File: src/rtl/tinyriscv_pkg.sv
// Shared definitions for the tinyriscv execute-stage divider.
//   RegBus / RegAddrBus : register data and register address widths
//   INST_DIV..INST_REMU : RV32M divide funct3 encodings
//   div_state_e         : divider sequencing states
package tinyriscv_pkg;

  localparam int unsigned RegBus     = 32;
  localparam int unsigned RegAddrBus = 5;

  localparam logic [2:0] INST_DIV  = 3'b100;
  localparam logic [2:0] INST_DIVU = 3'b101;
  localparam logic [2:0] INST_REM  = 3'b110;
  localparam logic [2:0] INST_REMU = 3'b111;

  typedef enum logic [1:0] {
    IDLE  = 2'd0,
    START = 2'd1,
    CALC  = 2'd2,
    END   = 2'd3
  } div_state_e;

endpackage

File: src/rtl/ex_div.sv
// Multi-cycle RV32M divider (DIV/DIVU/REM/REMU), 32-step restoring algorithm.
// Ports:
//   clk_i, rst_i (async, active-high)
//   start_i      : request, sampled only in IDLE
//   kill_i       : abort any operation, wins over start_i
//   op_i         : funct3 of the divide instruction
//   dividend_i   : rs1 value
//   divisor_i    : rs2 value
//   reg_waddr_i  : destination register
//   result_o     : quotient/remainder, valid while ready_o, else 0
//   ready_o      : one-cycle completion strobe
//   busy_o       : operation in progress (execute-stage hold)
//   reg_waddr_o  : destination register captured at start
// Optional build macro DIV_ZERO_FAST_EN: divide-by-zero skips the CALC phase.
module ex_div
  import tinyriscv_pkg::*;
#(
  parameter int unsigned XLEN = RegBus
) (
  input  logic                  clk_i,
  input  logic                  rst_i,
  input  logic                  start_i,
  input  logic                  kill_i,
  input  logic [2:0]            op_i,
  input  logic [XLEN-1:0]       dividend_i,
  input  logic [XLEN-1:0]       divisor_i,
  input  logic [RegAddrBus-1:0] reg_waddr_i,
  output logic [XLEN-1:0]       result_o,
  output logic                  ready_o,
  output logic                  busy_o,
  output logic [RegAddrBus-1:0] reg_waddr_o
);

  localparam int unsigned CntW = 5;

  div_state_e            state_q, state_d;
  logic [2:0]            op_q, op_d;
  logic [XLEN-1:0]       dvd_q, dvd_d;
  logic [XLEN-1:0]       dvs_q, dvs_d;
  logic [XLEN-1:0]       mdvs_q, mdvs_d;
  logic [XLEN-1:0]       rem_q, rem_d;
  logic [XLEN-1:0]       quo_q, quo_d;
  logic [XLEN-1:0]       result_q, result_d;
  logic [CntW-1:0]       cnt_q, cnt_d;
  logic [RegAddrBus-1:0] waddr_q, waddr_d;
  logic                  ready_q, ready_d;
  logic                  busy_q, busy_d;

  logic                  is_signed, is_rem;
  logic                  dvd_neg, dvs_neg, dvs_zero;
  logic [XLEN-1:0]       mag_dvd, mag_dvs;
  logic [XLEN:0]         trial;
  logic [XLEN-1:0]       step_quo, step_rem;
  logic [XLEN-1:0]       fix_quo, fix_rem;

  // Operand decode and magnitudes
  always_comb begin
    is_signed = (op_q == INST_DIV) || (op_q == INST_REM);
    is_rem    = (op_q == INST_REM) || (op_q == INST_REMU);
    dvd_neg   = is_signed && dvd_q[XLEN-1];
    dvs_neg   = is_signed && dvs_q[XLEN-1];
    dvs_zero  = (dvs_q == '0);
    mag_dvd   = dvd_neg ? (~dvd_q + XLEN'(1)) : dvd_q;
    mag_dvs   = dvs_neg ? (~dvs_q + XLEN'(1)) : dvs_q;
  end

  // One restoring step; a negative 33-bit trial means restore (keep shifted value)
  always_comb begin
    trial    = {rem_q, quo_q[XLEN-1]} - {1'b0, mdvs_q};
    step_quo = {quo_q[XLEN-2:0], ~trial[XLEN]};
    step_rem = trial[XLEN] ? {rem_q[XLEN-2:0], quo_q[XLEN-1]} : trial[XLEN-1:0];
    // Divide-by-zero keeps the all-ones quotient unsigned
    fix_quo  = ((dvd_neg ^ dvs_neg) && !dvs_zero) ? (~step_quo + XLEN'(1)) : step_quo;
    fix_rem  = dvd_neg ? (~step_rem + XLEN'(1)) : step_rem;
  end

  // Next-state and registered-output logic
  always_comb begin
    state_d  = state_q;
    op_d     = op_q;
    dvd_d    = dvd_q;
    dvs_d    = dvs_q;
    mdvs_d   = mdvs_q;
    rem_d    = rem_q;
    quo_d    = quo_q;
    cnt_d    = cnt_q;
    waddr_d  = waddr_q;
    result_d = '0;
    ready_d  = 1'b0;
    busy_d   = 1'b0;

    if (kill_i) begin
      state_d = IDLE;
    end else begin
      unique case (state_q)
        IDLE: begin
          if (start_i) begin
            op_d    = op_i;
            dvd_d   = dividend_i;
            dvs_d   = divisor_i;
            waddr_d = reg_waddr_i;
            busy_d  = 1'b1;
            state_d = START;
          end
        end
        START: begin
          quo_d  = mag_dvd;
          rem_d  = '0;
          mdvs_d = mag_dvs;
          cnt_d  = CntW'(XLEN - 1);
`ifdef DIV_ZERO_FAST_EN
          if (dvs_zero) begin
            result_d = is_rem ? dvd_q : '1;
            ready_d  = 1'b1;
            state_d  = END;
          end else begin
            busy_d  = 1'b1;
            state_d = CALC;
          end
`else
          busy_d  = 1'b1;
          state_d = CALC;
`endif
        end
        CALC: begin
          quo_d = step_quo;
          rem_d = step_rem;
          cnt_d = cnt_q - CntW'(1);
          if (cnt_q == '0) begin
            result_d = is_rem ? fix_rem : fix_quo;
            ready_d  = 1'b1;
            state_d  = END;
          end else begin
            busy_d = 1'b1;
          end
        end
        END: begin
          state_d = IDLE;
        end
        default: begin
          state_d = IDLE;
        end
      endcase
    end
  end

  // State and datapath registers
  always_ff @(posedge clk_i or posedge rst_i) begin
    if (rst_i) begin
      state_q  <= IDLE;
      op_q     <= '0;
      dvd_q    <= '0;
      dvs_q    <= '0;
      mdvs_q   <= '0;
      rem_q    <= '0;
      quo_q    <= '0;
      cnt_q    <= '0;
      waddr_q  <= '0;
      result_q <= '0;
      ready_q  <= 1'b0;
      busy_q   <= 1'b0;
    end else begin
      state_q  <= state_d;
      op_q     <= op_d;
      dvd_q    <= dvd_d;
      dvs_q    <= dvs_d;
      mdvs_q   <= mdvs_d;
      rem_q    <= rem_d;
      quo_q    <= quo_d;
      cnt_q    <= cnt_d;
      waddr_q  <= waddr_d;
      result_q <= result_d;
      ready_q  <= ready_d;
      busy_q   <= busy_d;
    end
  end

  assign result_o    = result_q;
  assign ready_o     = ready_q;
  assign busy_o      = busy_q;
  assign reg_waddr_o = waddr_q;

endmodule

File: config.mk
export PLATFORM = sky130hd
export DESIGN_NAME = ex_div
export DESIGN_NICKNAME = d
export VERILOG_FILES = /design/src/rtl/tinyriscv_pkg.sv /design/src/rtl/ex_div.sv
export SDC_FILE = /design/constraint.sdc
export NUM_CORES = 1
export LEC_CHECK = 0
export ABC_AREA = 1
export BUFFER_PORTS_ARGS = -buffer_cell sky130_fd_sc_hd__buf_4
export CAP_MARGIN = 20
export CORE_ASPECT_RATIO = 0.8
export CORE_MARGIN = 2
export CORE_UTILIZATION = 50
export DETAILED_ROUTE_END_ITERATION = 16
export HOLD_SLACK_MARGIN = 0.03
export PLACE_DENSITY = 0.74
export SYNTH_ARGS = -nofsm -noshare
export SYNTH_HDL_FRONTEND = slang
export SYNTH_SLANG_ARGS = --single-unit
File: constraint.sdc
create_clock -name clk_i -period 20.1 [get_ports clk_i]
set_clock_uncertainty 0.1 [all_clocks]
set_input_delay 2.01 -clock clk_i [delete_from_list [all_inputs] [get_ports clk_i]]
set_output_delay 2.01 -clock clk_i [all_outputs]
set_load 0.01 [all_outputs]
==> impl_results.html, run 1 <==
<table>
<tr><th>Metric</th><th>Value</th></tr>
<tr><th colspan="2">Clocking</th></tr>
<tr><td>Hold Buf Count CTS</td><td>0</td></tr>
<tr><td>Root Driver</td><td>clkbuf_16</td></tr>
<tr><td>Clock-pin slew of the registers on the worst-case setup and hold paths</td><td>approximately 0.060 ns</td></tr>
<tr><td>Clock H-tree levels</td><td>1</td></tr>
<tr><td>Clock latency of the later-clocked register in the worst-skew pair</td><td>0.55 ns</td></tr>
<tr><td>Maximum number of buffers from clock root to sink</td><td>3</td></tr>
<tr><td>Sink count of the clock tree</td><td>209</td></tr>
<tr><td>Clock tree from TritonCTS</td><td>built</td></tr>
<tr><td>CTS Buf Count</td><td>25</td></tr>
<tr><td>Number of setup buffers added after CTS</td><td>0</td></tr>
<tr><td>PostCTS Resize Cnt</td><td>0</td></tr>
<tr><th colspan="2">Logic synthesis</th></tr>
<tr><td>Seq/Total Area, Yosys</td><td>0.357</td></tr>
<tr><td>Average instance area after synthesis</td><td>6.88 µm²</td></tr>
<tr><td>Post-synthesis net count</td><td>~2200</td></tr>
<tr><td>Share of the synthesized netlist area taken by xor and xnor gates</td><td>0.0389</td></tr>
<tr><td>Commonest register cell after synthesis</td><td>dfrtp_1</td></tr>
<tr><td>Post-synth ARST share</td><td>1.00</td></tr>
<tr><td>EDFF count, synth</td><td>0</td></tr>
<tr><td>FF+latch count, synth</td><td>209</td></tr>
<tr><td>Total of warnings raised by yosys</td><td>0</td></tr>
<tr><td>Post-Synthesis Cell Area</td><td>0.0146 mm²</td></tr>
<tr><td>Multiplexer fraction of the synthesized cell area</td><td>0.0315</td></tr>
<tr><td>Unique cell type count in the Yosys netlist</td><td>54</td></tr>
<tr><td>Basic-gate share of the synthesized area counting and, or, nand and nor cells</td><td>0.317</td></tr>
<tr><td>Adder-cell share of the synthesized area</td><td>0.0364</td></tr>
<tr><td>Compound-gate portion of the synthesized area</td><td>0.121</td></tr>
<tr><td>Gate count after technology mapping</td><td>between 2000 and 2500</td></tr>
<tr><td>Largest family of logic cells by synthesized area</td><td>simple AND/OR/NAND/NOR gates</td></tr>
<tr><th colspan="2">Placed design</th></tr>
<tr><td>Post-place instance area</td><td>0.0158 mm²</td></tr>
<tr><td>Placer's final routability congestion estimate</td><td>0.974</td></tr>
<tr><td>Hpwl dp</td><td>about 33000 µm</td></tr>
<tr><td>Pre-CTS setup slack</td><td>14.95 ns</td></tr>
<tr><td>Count of buffers inserted at the top-level ports</td><td>roughly 110</td></tr>
<tr><th colspan="2">Final layout</th></tr>
<tr><td>Layout cells sized above 1</td><td>0.120</td></tr>
<tr><td>Count of fill cells added during filler insertion</td><td>around 2700</td></tr>
<tr><td>Final instance area</td><td>0.0166 mm²</td></tr>
<tr><td>Signed area change from the synthesized netlist to the final layout</td><td>13.6%</td></tr>
<tr><td>Multi-input logic area</td><td>0.00799 mm²</td></tr>
<tr><td>Seq. cell area</td><td>between 0.005 and 0.006 mm²</td></tr>
<tr><td>Number of nets in the layout</td><td>between 2000 and 2500</td></tr>
<tr><td>Antenna Cells</td><td>0</td></tr>
<tr><th colspan="2">Min path</th></tr>
<tr><td>Type of the most critical hold path</td><td>reg -&gt; reg</td></tr>
<tr><td>Hold wc startpoint</td><td>mdvs_q[8]</td></tr>
<tr><th colspan="2">STA</th></tr>
<tr><td>Final count of negative-setup-slack endpoints</td><td>0</td></tr>
<tr><td>Final Hold Fails</td><td>0</td></tr>
<tr><td>Sum of negative setup slack</td><td>0 ns</td></tr>
<tr><td>Least setup slack across all paths after layout</td><td>between 10 and 15 ns</td></tr>
<tr><td>Share of the clock period used by the worst path after layout</td><td>0.261</td></tr>
<tr><td>Worst rel slew slack</td><td>0.288</td></tr>
<tr><td>Highest clock frequency the design can meet</td><td>0.190 GHz</td></tr>
<tr><td>Final-report max-slew violation count</td><td>0</td></tr>
<tr><td>Unrepaired setup endpoints after global routing</td><td>false</td></tr>
<tr><td>Worst-Margin Slew</td><td>1.07 ns</td></tr>
<tr><td>Post-route minimum period</td><td>5.25 ns</td></tr>
<tr><th colspan="2">Floorplan</th></tr>
<tr><td>Starting utilization of the core area</td><td>0.504</td></tr>
<tr><td>Horiz. Die Dim</td><td>195 µm</td></tr>
<tr><td>Placement row count</td><td>56</td></tr>
<tr><td>Y dimension of the die</td><td>157 µm</td></tr>
<tr><td>Die ar.</td><td>slightly above 0.03 mm²</td></tr>
<tr><td>Area of the core</td><td>between 0.02 and 0.03 mm²</td></tr>
<tr><td>Number of ports placed on the die boundary</td><td>115</td></tr>
<tr><th colspan="2">Power</th></tr>
<tr><td>P_sw</td><td>1.12 mW</td></tr>
<tr><td>PD cells</td><td>about 140 mW/mm²</td></tr>
<tr><td>Share of total power in sequential cells</td><td>0.293</td></tr>
<tr><td>Worst IR drop on VDD</td><td>82.1 µV</td></tr>
<tr><td>Fraction of power spent switching nets</td><td>0.471</td></tr>
<tr><td>Total power</td><td>2.38 mW</td></tr>
<tr><td>Cell-internal power</td><td>1.26 mW</td></tr>
<tr><td>Leakage power total</td><td>8.82 nW</td></tr>
<tr><td>Portion of total power attributed to combinational logic</td><td>0.504</td></tr>
<tr><td>Clock share of power</td><td>0.203</td></tr>
<tr><th colspan="2">Worst setup path</th></tr>
<tr><td>Worst setup path start</td><td>mdvs_q[0]</td></tr>
<tr><td>Startpoint of the worst-slack reg-to-reg timing path</td><td>mdvs_q[0]</td></tr>
<tr><td>Data arrival time of the critical path</td><td>5.58 ns</td></tr>
<tr><td>Maximum fanout encountered on the critical timing path</td><td>49</td></tr>
<tr><td>Crit path launch type</td><td>flip-flop</td></tr>
<tr><td>Category of the critical setup timing path</td><td>reg -&gt; reg</td></tr>
<tr><td>Required time of the critical path</td><td>20.43 ns</td></tr>
<tr><td>Setup slack, reg-to-reg</td><td>14.85 ns</td></tr>
<tr><td>Critical Path End Type</td><td>flip-flop</td></tr>
<tr><th colspan="2">Route</th></tr>
<tr><td>Iteration-0 DRC count of the detailed router</td><td>1494</td></tr>
<tr><td>1st-pass router iterations</td><td>6</td></tr>
<tr><td>Post-Route WL</td><td>roughly 44000 µm</td></tr>
<tr><td>Routed vias</td><td>approximately 14000</td></tr>
<tr><td>Number of routed nets with antenna violations</td><td>0</td></tr>
<tr><td>Average wire per standard cell</td><td>16.7 µm</td></tr>
<tr><td>Vias per std cell</td><td>around 5.5</td></tr>
<tr><td>DRC</td><td>0</td></tr>
<tr><th colspan="2">Run</th></tr>
<tr><td>Max-capacitance violation count</td><td>0</td></tr>
<tr><th colspan="2">Run status</th></tr>
<tr><td>Status</td><td>completed</td></tr>
<tr><th colspan="2">Global routing</th></tr>
<tr><td>Antenna violations before repair</td><td>2</td></tr>
<tr><td>GRT Overall Usage</td><td>0.285</td></tr>
<tr><td>First-pass GRT wire length</td><td>69300 µm</td></tr>
<tr><td>Largest net degree at the start of global routing</td><td>139</td></tr>
<tr><td>Number of global-route vias before repair</td><td>12900</td></tr>
<tr><td>Total congestion overflow after global routing</td><td>0</td></tr>
</table>
[logic make-up (layout without fill, tap and decap cells)]
group / count (synthesis) / count (layout)
multiplexers: 41 / 41
adder cells (fa/ha/maj): 42 / 42
XOR/XNOR: 65 / 65
AO/OA/AOI/OAI: 301 / 301
AND/OR/NAND/NOR: 1103 / 1103
buffers and inverters: 369 / 475
flip-flops: 209 / 209
[registers in the layout, indices dropped and copies added, names as in the netlist]
register,cells
busy_o,1
cnt_q,5
dvd_q,32
dvs_q,32
mdvs_q,32
op_q,3
quo_q,32
ready_o,1
reg_waddr_o,5
rem_q,32
result_o,32
state_q,2
[routing by layer]
metal,global-route usage,vias to the layer above,part of all wire
met5,0,-,0
met1,0.434,6669,0.49
met2,0.424,529,0.42
li1,-,7013,-
met3,0.0461,59,0.075
met4,0.0596,0,0.018
[worst paths after layout]
kind / end / cells past startpoint
min in group asynchronous: reg_waddr_o[2] / 2
worst min register to register: mdvs_q[8] / 2
worst min-delay path: mdvs_q[8] / 2
worst max register to register: result_o[30] / 26
worst max-delay path: result_o[30] / 26
max in group asynchronous: rem_q[23] / 3
[cell usage in the layout, fill, tap and decap left out, types with 4 or more instances in the layout]
| cell type | synthesis | routed |
|---|---|---|
| nand2_1 | 626 | 625 |
| inv_1 | 289 | 288 |
| nor2_1 | 233 | 232 |
| dfrtp_1 | 209 | 209 |
| buf_4 | 2 | 124 |
| nand3_1 | 122 | 122 |
| o21ai_0 | 101 | 101 |
| a21oi_1 | 97 | 97 |
| xor2_1 | 57 | 57 |
| mux2_2 | 41 | 41 |
| ha_1 | 41 | 41 |
| nor3_1 | 34 | 33 |
| o221ai_1 | 30 | 30 |
| o22ai_1 | 28 | 28 |
| nand4_1 | 25 | 25 |
| clkbuf_16 | 0 | 25 |
| nand2_2 | 17 | 17 |
| o21ai_1 | 12 | 12 |
| nor2_2 | 11 | 11 |
| inv_2 | 10 | 10 |
| xnor2_1 | 8 | 8 |
| nand2_4 | 7 | 8 |
| nand3b_1 | 8 | 8 |
| clkbuf_1 | 47 | 7 |
| clkinv_1 | 6 | 6 |
| clkbuf_8 | 0 | 6 |
| and3_1 | 5 | 5 |
| o21bai_1 | 4 | 4 |
| a31oi_1 | 4 | 4 |
| nor4_1 | 4 | 4 |
[cell usage after synthesis, types with 6 or more instances]
master    count  area, µm²
nand2_1     626       2350
inv_1       289       1080
nor2_1      233        875
dfrtp_1     209       5230
nand3_1     122        611
o21ai_0     101        505
a21oi_1      97        485
xor2_1       57        499
clkbuf_1     47        176
ha_1         41        513
mux2_2       41        462
nor3_1       34        170
o221ai_1     30        263
o22ai_1      28        175
nand4_1      25        156
nand2_2      17        106
o21ai_1      12       60.1
nor2_2       11       68.8
inv_2        10       37.5
nand3b_1      8       60.1
xnor2_1       8       70.1
buf_6         7       78.8
nand2_4       7       78.8
buf_1         6       22.5
clkinv_1      6       22.5
[stage by stage]
step | hold slack [ns] | utilization | cells
floorplan | 0.353 | - | 2130
global placement | 0.368 | 0.543 | 2567
detailed placement | 0.374 | 0.543 | 2567
CTS | 0.389 | 0.572 | 2613
global route | 0.404 | 0.572 | 2613
finish | 0.386 | 0.572 | 2613
[layout make-up]
cell class / instances / share of cell area
well taps: 377 / 0.0283
multi-input cells: 1552 / 0.480
inverters: 305 / 0.0692
flip-flops and latches: 209 / 0.314
repair buffers: 124 / 0.0559
clock inverters: 8 / 0.00804
clock buffers: 38 / 0.0441
[worst max-delay path, cell delays in order, from the launching register on]
cell	delay [ns]
dfrtp_1	0.38
ha_1	0.23
fa_1	0.41
inv_1	0.11
nand2_1	0.05
nand2_1	0.07
nand3_1	0.08
nand2_2	0.14
nand2_2	0.08
nand2_4	0.08
nand2_4	0.08
nand2_4	0.08
nand2_2	0.09
nand2_4	0.44
ha_1	0.29
nand2_1	0.08
nor4_1	0.47
nand4_1	0.28
nor2_1	0.33
nand4_1	0.19
nor2_1	0.26
nand3_1	0.17
o21ai_0	0.21
xor2_1	0.18
a21oi_1	0.08
nand2_1	0.09
inv_1	0.04
[power groups by stage]
stage	sequential, mW	clock (mW)	combinational [mW]
floorplan	0.665	0	0.882
global placement	0.696	0	1.15
detailed placement	0.700	0	1.17
CTS	0.694	0.488	1.18
global route	0.718	0.502	1.35
finish	0.698	0.482	1.20
(Power assumes the default switching activity.)
==> run 2, diff against run 1 <==
- clock period: 20.1 -> 5.3 ns (I/O delays scaled with it)
==> run 2 against run 1 <==
Compared with the run above:
- critical path depth is the same
- worst hold slack lost 0.30 ns
- utilization grew 0.18 points
- sequential share of layout area shrank 0.099 points
- worst setup slack lost 14 ns
- routed wire length grew 1.9%
- global-route usage grew 0.57 points
- flip-flop and latch count is the same
- power grew to 3.8 times the previous value
- first-iteration DRC count grew 14%
- design area grew 0.32%
- highest routed layer unchanged
==> impl_results.html, run 2 (synthesis results as in run 1) <==
<table>
<tr><th>Metric</th><th>Value</th></tr>
<tr><th colspan="2">Floorplan</th></tr>
<tr><td>Placement row count</td><td>56 (unchanged)</td></tr>
<tr><td>Y dimension of the die</td><td>157 µm (unchanged)</td></tr>
<tr><td>Die ar.</td><td>0.0307 mm² (unchanged)</td></tr>
<tr><td>Starting utilization of the core area</td><td>0.504 (unchanged)</td></tr>
<tr><td>Number of ports placed on the die boundary</td><td>115 (unchanged)</td></tr>
<tr><td>Area of the core</td><td>0.0291 mm² (unchanged)</td></tr>
<tr><td>Horiz. Die Dim</td><td>195 µm (unchanged)</td></tr>
<tr><th colspan="2">Global routing</th></tr>
<tr><td>Total congestion overflow after global routing</td><td>0 (unchanged)</td></tr>
<tr><td>First-pass GRT wire length</td><td>70100 µm (+1.2%)</td></tr>
<tr><td>Largest net degree at the start of global routing</td><td>158 (+14%)</td></tr>
<tr><td>GRT Overall Usage</td><td>0.290 (+0.00566)</td></tr>
<tr><td>Antenna violations before repair</td><td>1 (-1)</td></tr>
<tr><td>Number of global-route vias before repair</td><td>13200 (+2.6%)</td></tr>
<tr><th colspan="2">Placed design</th></tr>
<tr><td>Count of buffers inserted at the top-level ports</td><td>114 (unchanged)</td></tr>
<tr><td>Cell total after placement</td><td>2572 (+0.19%)</td></tr>
<tr><td>Placer's final routability congestion estimate</td><td>0.991 (+1.7%)</td></tr>
<tr><td>Hpwl dp</td><td>33900 µm (+2.0%)</td></tr>
<tr><th colspan="2">Worst setup path</th></tr>
<tr><td>Critical Path End Type</td><td>flip-flop</td></tr>
<tr><td>Required time of the critical path</td><td>5.63 ns (-14.80 ns)</td></tr>
<tr><td>Category of the critical setup timing path</td><td>reg -&gt; reg</td></tr>
<tr><td>Cell with the largest stage delay on the worst path</td><td>nor4_1</td></tr>
<tr><td>Data arrival time of the critical path</td><td>5.04 ns (-0.54 ns)</td></tr>
<tr><td>Largest delay contributor family on the critical path</td><td>simple AND/OR/NAND/NOR gates</td></tr>
<tr><td>Crit path launch type</td><td>flip-flop</td></tr>
<tr><td>Bufs and invs on worst path</td><td>2 (unchanged)</td></tr>
<tr><td>Largest stage delay on the critical path</td><td>0.46 ns (about the same)</td></tr>
<tr><td>Maximum fanout encountered on the critical timing path</td><td>5 (-90%)</td></tr>
<tr><th colspan="2">Power</th></tr>
<tr><td>Leakage power total</td><td>8.84 nW (+0.26%)</td></tr>
<tr><td>PD cells</td><td>543 mW/mm² (+280%)</td></tr>
<tr><td>Total power</td><td>9.07 mW (+280%)</td></tr>
<tr><td>Worst IR drop on VDD</td><td>477 µV (+480%)</td></tr>
<tr><th colspan="2">Clocking</th></tr>
<tr><td>Root Driver</td><td>clkbuf_16</td></tr>
<tr><td>Clock-pin slew of the registers on the worst-case setup and hold paths</td><td>0.06 ns (about the same)</td></tr>
<tr><td>Clock latency of the later-clocked register in the worst-skew pair</td><td>0.55 ns (about the same)</td></tr>
<tr><td>Number of setup buffers added after CTS</td><td>0 (unchanged)</td></tr>
<tr><td>Clock tree from TritonCTS</td><td>built</td></tr>
<tr><td>Maximum number of buffers from clock root to sink</td><td>3 (unchanged)</td></tr>
<tr><td>Clock H-tree levels</td><td>1 (unchanged)</td></tr>
<tr><td>CTS Buf Count</td><td>24 (-4.0%)</td></tr>
<tr><td>PostCTS Resize Cnt</td><td>0 (unchanged)</td></tr>
<tr><td>Sink count of the clock tree</td><td>209 (unchanged)</td></tr>
<tr><td>Hold Buf Count CTS</td><td>0 (unchanged)</td></tr>
<tr><th colspan="2">Final layout</th></tr>
<tr><td>Signed area change from the synthesized netlist to the final layout</td><td>14.0%</td></tr>
<tr><td>Number of standard cells in the layout, taps in and fillers out</td><td>2616 (+0.11%)</td></tr>
<tr><td>Layout cells sized above 1</td><td>0.124 (+0.00341)</td></tr>
<tr><td>Most frequent cells in the layout</td><td>625 x nand2_1, 288 x inv_1, 232 x nor2_1</td></tr>
<tr><td>Count of fill cells added during filler insertion</td><td>2778 (+1.6%)</td></tr>
<tr><td>Commonest non-fill, non-tap cell in the layout</td><td>nand2_1</td></tr>
<tr><td>Multi-input logic area</td><td>0.00799 mm² (unchanged)</td></tr>
<tr><td>Antenna Cells</td><td>0 (unchanged)</td></tr>
<tr><td>Seq. cell area</td><td>0.00523 mm² (unchanged)</td></tr>
<tr><td>Number of nets in the layout</td><td>2339 (+0.17%)</td></tr>
<tr><th colspan="2">STA</th></tr>
<tr><td>Highest clock frequency the design can meet</td><td>0.212 GHz (+11%)</td></tr>
<tr><td>Post-route minimum period</td><td>4.71 ns (-0.540 ns)</td></tr>
<tr><td>Final Hold Fails</td><td>0 (unchanged)</td></tr>
<tr><td>Final count of negative-setup-slack endpoints</td><td>0 (unchanged)</td></tr>
<tr><td>Worst rel slew slack</td><td>0.251 (-0.0367)</td></tr>
<tr><td>Unrepaired setup endpoints after global routing</td><td>false</td></tr>
<tr><td>Worst-Margin Slew</td><td>1.12 ns (+0.0566 ns)</td></tr>
<tr><td>Final-report max-slew violation count</td><td>0 (unchanged)</td></tr>
<tr><td>Sum of negative setup slack</td><td>0 ns (unchanged)</td></tr>
<tr><td>Share of the clock period used by the worst path after layout</td><td>0.889 (+0.628)</td></tr>
<tr><td>Final hold slack</td><td>0.0877 ns (-0.298 ns)</td></tr>
<tr><th colspan="2">Min path</th></tr>
<tr><td>Type of the most critical hold path</td><td>in -&gt; reg</td></tr>
<tr><th colspan="2">Route</th></tr>
<tr><td>Post-Route WL</td><td>44600 µm (+1.9%)</td></tr>
<tr><td>Average wire per standard cell</td><td>17.0 µm (+1.8%)</td></tr>
<tr><td>DRC</td><td>0 (unchanged)</td></tr>
<tr><td>Routed vias</td><td>14400 (+0.69%)</td></tr>
<tr><td>1st-pass router iterations</td><td>6 (unchanged)</td></tr>
<tr><td>Number of routed nets with antenna violations</td><td>0 (unchanged)</td></tr>
<tr><td>Iteration-0 DRC count of the detailed router</td><td>1709 (+14%)</td></tr>
<tr><td>Vias per std cell</td><td>5.49 (+0.58%)</td></tr>
<tr><th colspan="2">Run status</th></tr>
<tr><td>Status</td><td>completed</td></tr>
<tr><th colspan="2">Run</th></tr>
<tr><td>Max-capacitance violation count</td><td>0 (unchanged)</td></tr>
</table>
-- run 2: cell types whose count changed in the layout (fill, tap and decap cells not counted), sizes merged --
cell / previous run / this run
clkbuf: 38 / 32
buf: 124 / 129
clkinvlp: 0 / 3
bufinv: 3 / 4
clkinv: 10 / 11
inv: 300 / 299
-- run 2: worst reg2reg max path, stage by stage (launching register included) --
cell     delay (ns)
dfrtp_1        0.39
ha_1           0.23
fa_1           0.42
inv_1          0.11
nand2_1        0.06
nand2_1        0.07
nand3_1        0.08
nand2_2        0.13
nand2_2        0.08
nand2_4        0.08
nand2_4        0.08
nand2_4        0.09
nand2_2        0.10
nand2_4        0.09
ha_1           0.18
nand2_1        0.08
nor4_1         0.46
nand4_1        0.24
nor2_1         0.35
nand4_1        0.20
nor2_1         0.25
nand3_1        0.16
o21ai_0        0.21
xor2_1         0.16
a21oi_1        0.08
nand2_1        0.10
inv_1          0.04
-- run 2: final timing paths --
kind	from	endpoint	slack (ns)	cells after the start
worst max-delay path	mdvs_q[0]	result_o[30]	0.59	26
worst min-delay path	kill_i	busy_o	0.09	2
worst max register to register	mdvs_q[0]	result_o[30]	0.59	26
worst min register to register	mdvs_q[14]	mdvs_q[14]	0.39	2
max in group asynchronous	rst_i	quo_q[27]	4.26	3
min in group asynchronous	rst_i	dvs_q[8]	0.12	3
-- run 2: final cells by class --
class / instances / share of cell area
Inverter: 305 / 0.0688
Clock inverter: 12 / 0.0103
Tap cell: 377 / 0.0283
Sequential cell: 209 / 0.313
Clock buffer: 32 / 0.0420
Timing Repair Buffer: 129 / 0.0587
Multi-Input combinational cell: 1552 / 0.479
-- run 2: metrics by stage --
step            util  setup WS (ns)  cell area [µm²]
6_report       0.574          0.589            16700
5_1_grt        0.574         0.0920            16700
4_1_cts        0.574          0.677            16700
3_5_place_dp   0.544          0.710            15800
3_3_place_gp   0.544          0.850            15800
2_1_floorplan      -           1.13            14700
-- run 2: layer usage --
layer,vias up,track usage,part of all wire
met5,-,0,0
met4,0,0.0847,0.027
met3,78,0.0844,0.11
met2,593,0.413,0.41
met1,6681,0.426,0.46
li1,7017,-,-
-- run 2: power breakdown --
part	switching (mW)	total [mW]	internal (mW)
Clock	0.713	1.84	1.13
Sequential	0.498	2.64	2.14
Combinational	3.04	4.59	1.54
Total	4.25	9.07	4.81
==> run 3, diff against run 2 <==
- GPL_ROUTABILITY_DRIVEN: default -> 0
- clock period: 5.3 -> 5.4 ns (I/O delays scaled with it)
==> run 3 against run 2 <==
Compared with the run above:
- sequential share of layout area hardly changed
- worst hold slack worse by 0.012 ns
- utilization is 0.086 points higher
- die area stayed put
- via count is 1.2% higher
- cell count stayed put
- routed wire length is 2.7% lower
- sequential power is 2% lower
- critical path type unchanged
- flip-flop and latch count stayed put
==> impl_results.html, run 3 (synthesis results as in run 1) <==
<table>
<tr><th>Metric</th><th>Value</th></tr>
<tr><th colspan="2">Global routing</th></tr>
<tr><td>Antenna violations before repair</td><td>2 (+1)</td></tr>
<tr><td>GRT Overall Usage</td><td>0.284 (-0.00687)</td></tr>
<tr><td>First-pass GRT wire length</td><td>69900 µm (-0.30%)</td></tr>
<tr><td>Total congestion overflow after global routing</td><td>0 (unchanged)</td></tr>
<tr><td>Largest net degree at the start of global routing</td><td>149 (-5.7%)</td></tr>
<tr><td>Number of global-route vias before repair</td><td>13400 (+1.2%)</td></tr>
<tr><th colspan="2">Worst setup path</th></tr>
<tr><td>Critical Path End Type</td><td>flip-flop</td></tr>
<tr><td>Category of the critical setup timing path</td><td>reg -&gt; reg</td></tr>
<tr><td>Required time of the critical path</td><td>5.74 ns (+0.11 ns)</td></tr>
<tr><td>Data arrival time of the critical path</td><td>5.02 ns (-0.02 ns)</td></tr>
<tr><td>Maximum fanout encountered on the critical timing path</td><td>5 (unchanged)</td></tr>
<tr><td>Crit path launch type</td><td>flip-flop</td></tr>
<tr><th colspan="2">Route</th></tr>
<tr><td>DRC</td><td>0 (unchanged)</td></tr>
<tr><td>Routed vias</td><td>14500 (+1.2%)</td></tr>
<tr><td>Iteration-0 DRC count of the detailed router</td><td>1698 (-0.64%)</td></tr>
<tr><td>Post-Route WL</td><td>43400 µm (-2.7%)</td></tr>
<tr><td>1st-pass router iterations</td><td>6 (unchanged)</td></tr>
<tr><td>Average wire per standard cell</td><td>16.6 µm (-2.7%)</td></tr>
<tr><td>Number of routed nets with antenna violations</td><td>0 (unchanged)</td></tr>
<tr><td>Vias per std cell</td><td>5.56 (+1.2%)</td></tr>
<tr><th colspan="2">STA</th></tr>
<tr><td>Final-report max-slew violation count</td><td>0 (unchanged)</td></tr>
<tr><td>Unrepaired setup endpoints after global routing</td><td>false</td></tr>
<tr><td>Final count of negative-setup-slack endpoints</td><td>0 (unchanged)</td></tr>
<tr><td>Final Hold Fails</td><td>0 (unchanged)</td></tr>
<tr><td>Post-route minimum period</td><td>4.69 ns (-0.0252 ns)</td></tr>
<tr><td>Highest clock frequency the design can meet</td><td>0.213 GHz (+0.54%)</td></tr>
<tr><td>Sum of negative setup slack</td><td>0 ns (unchanged)</td></tr>
<tr><td>Worst-Margin Slew</td><td>1.09 ns (-0.0317 ns)</td></tr>
<tr><td>Worst rel slew slack</td><td>0.271 (+0.0201)</td></tr>
<tr><td>Share of the clock period used by the worst path after layout</td><td>0.868 (-0.0211)</td></tr>
<tr><th colspan="2">Power</th></tr>
<tr><td>Clock share of power</td><td>0.205 (+0.002)</td></tr>
<tr><td>Cell-internal power</td><td>4.71 mW (-2.0%)</td></tr>
<tr><td>Worst IR drop on VDD</td><td>374 µV (-22%)</td></tr>
<tr><td>Share of total power in sequential cells</td><td>0.291 (about the same)</td></tr>
<tr><td>Portion of total power attributed to combinational logic</td><td>0.504 (-0.002)</td></tr>
<tr><td>Leakage power total</td><td>8.84 nW (about the same)</td></tr>
<tr><td>PD cells</td><td>533 mW/mm² (-1.9%)</td></tr>
<tr><td>Fraction of power spent switching nets</td><td>0.471 (+0.00170)</td></tr>
<tr><td>P_sw</td><td>4.20 mW (-1.3%)</td></tr>
<tr><th colspan="2">Clocking</th></tr>
<tr><td>CTS Buf Count</td><td>25 (+4.2%)</td></tr>
<tr><td>Number of setup buffers added after CTS</td><td>0 (unchanged)</td></tr>
<tr><td>Clock latency of the later-clocked register in the worst-skew pair</td><td>0.56 ns (about the same)</td></tr>
<tr><td>Sink count of the clock tree</td><td>209 (unchanged)</td></tr>
<tr><td>PostCTS Resize Cnt</td><td>0 (unchanged)</td></tr>
<tr><td>Clock tree from TritonCTS</td><td>built</td></tr>
<tr><td>Clock H-tree levels</td><td>1 (unchanged)</td></tr>
<tr><td>Clock-pin slew of the registers on the worst-case setup and hold paths</td><td>0.06 ns (about the same)</td></tr>
<tr><td>Root Driver</td><td>clkbuf_16</td></tr>
<tr><td>Maximum number of buffers from clock root to sink</td><td>3 (unchanged)</td></tr>
<tr><th colspan="2">Floorplan</th></tr>
<tr><td>Area of the core</td><td>0.0291 mm² (unchanged)</td></tr>
<tr><td>Placement row count</td><td>56 (unchanged)</td></tr>
<tr><td>Starting utilization of the core area</td><td>0.504 (unchanged)</td></tr>
<tr><td>Number of ports placed on the die boundary</td><td>115 (unchanged)</td></tr>
<tr><td>Die ar.</td><td>0.0307 mm² (unchanged)</td></tr>
<tr><td>Horiz. Die Dim</td><td>195 µm (unchanged)</td></tr>
<tr><td>Y dimension of the die</td><td>157 µm (unchanged)</td></tr>
<tr><th colspan="2">Final layout</th></tr>
<tr><td>Most frequent cells in the layout</td><td>625 x nand2_1, 288 x inv_1, 232 x nor2_1</td></tr>
<tr><td>Antenna Cells</td><td>0 (unchanged)</td></tr>
<tr><td>Count of fill cells added during filler insertion</td><td>2643 (-4.9%)</td></tr>
<tr><td>Commonest non-fill, non-tap cell in the layout</td><td>nand2_1</td></tr>
<tr><td>Layout cells sized above 1</td><td>0.124 (unchanged)</td></tr>
<tr><td>Signed area change from the synthesized netlist to the final layout</td><td>14.2%</td></tr>
<tr><td>Number of nets in the layout</td><td>2340 (+0.043%)</td></tr>
<tr><td>Final instance area</td><td>0.0167 mm² (+0.15%)</td></tr>
<tr><th colspan="2">Placed design</th></tr>
<tr><td>Hpwl dp</td><td>32800 µm (-3.2%)</td></tr>
<tr><td>Post-place instance area</td><td>0.0158 mm² (about the same)</td></tr>
<tr><td>Count of buffers inserted at the top-level ports</td><td>114 (unchanged)</td></tr>
<tr><th colspan="2">Min path</th></tr>
<tr><td>Type of the most critical hold path</td><td>in -&gt; reg</td></tr>
<tr><th colspan="2">Run status</th></tr>
<tr><td>Status</td><td>completed</td></tr>
<tr><th colspan="2">Run</th></tr>
<tr><td>Max-capacitance violation count</td><td>0 (unchanged)</td></tr>
</table>
run 3: cell count changes in the layout (fill, tap and decap cells not counted), sizes merged:
cell	previous run	this run
clkbuf	32	29
clkinv	11	10
clkinvlp	3	6
dlygate4sd3	0	1
inv	299	300
buf	129	128
run 3: worst paths after layout:
kind	from	end	slack [ns]	cells past startpoint
setup / recovery	quo_q[31]	result_o[30]	0.71	27
hold / removal	kill_i	busy_o	0.08	2
setup reg to reg	quo_q[31]	result_o[30]	0.71	27
hold reg to reg	mdvs_q[13]	mdvs_q[13]	0.38	2
max in group asynchronous	rst_i	quo_q[28]	3.73	4
min in group asynchronous	rst_i	dvs_q[20]	0.37	3
run 3: per-layer routing:
layer | global-route usage | vias up | wire, µm
met5 | 0 | - | 0
li1 | - | 7009 | -
met1 | 0.430 | 6787 | 20300
met3 | 0.0452 | 72 | 3990
met2 | 0.421 | 671 | 18100
met4 | 0.0687 | 0 | 1030
run 3: worst max-delay path: stages, from the launching register on:
cell and delay (ns):
dfrtp_1 0.33, inv_1 0.08, ha_1 0.22, fa_1 0.42
inv_1 0.11, nand2_1 0.05, nand2_1 0.07, nand3_1 0.08
nand2_2 0.13, nand2_2 0.08, nand2_4 0.08, nand2_4 0.07
nand2_4 0.08, nand2_2 0.10, nand2_4 0.09, ha_1 0.18
nand2_1 0.08, nor4_1 0.40, nand4_1 0.23, nor2_1 0.35
nand4_1 0.19, nor2_1 0.25, nand3_1 0.16, o21ai_0 0.24
xor2_1 0.17, a21oi_1 0.08, nand2_1 0.10, inv_1 0.04
run 3: cell type report:
cell class	instances	area [µm²]	area share
multi-input combinational	1552	7990	0.478
sequential	209	5230	0.313
inverter	305	1150	0.0687
timing repair buffer	129	1000	0.0600
clock buffer	29	671	0.0401
tap	377	472	0.0282
clock inverter	15	206	0.0123
run 3: power by group through the flow:
| stage | combinational, mW | clock, mW | sequential (mW) |
|---|---|---|---|
| 3_3_place_gp | 4.24 | 0 | 2.58 |
| 2_1_floorplan | 3.28 | 0 | 2.48 |
| 5_1_grt | 5.01 | 1.89 | 2.66 |
| 3_5_place_dp | 4.36 | 0 | 2.60 |
| 4_1_cts | 4.39 | 1.84 | 2.58 |
| 6_report | 4.49 | 1.83 | 2.60 |
run 3: stage by stage:
step	setup slack (ns)	utilization	power [mW]	std cells	hold slack, ns
after CTS	0.785	0.575	8.81	2616	0.0662
final	0.714	0.575	8.91	2616	0.0754
after global routing	0.0986	0.575	9.57	2616	0.0753
after floorplan	1.23	-	5.76	2130	0.353
after global placement	0.988	0.544	6.82	2570	0.369
after detailed placement	0.834	0.545	6.96	2571	0.374
run 3: what timing repair did:
item	in CTS	in global routing
endpoints found under the hold margin	8	0
endpoints found under the setup margin	0	0
hold buffers	1	0
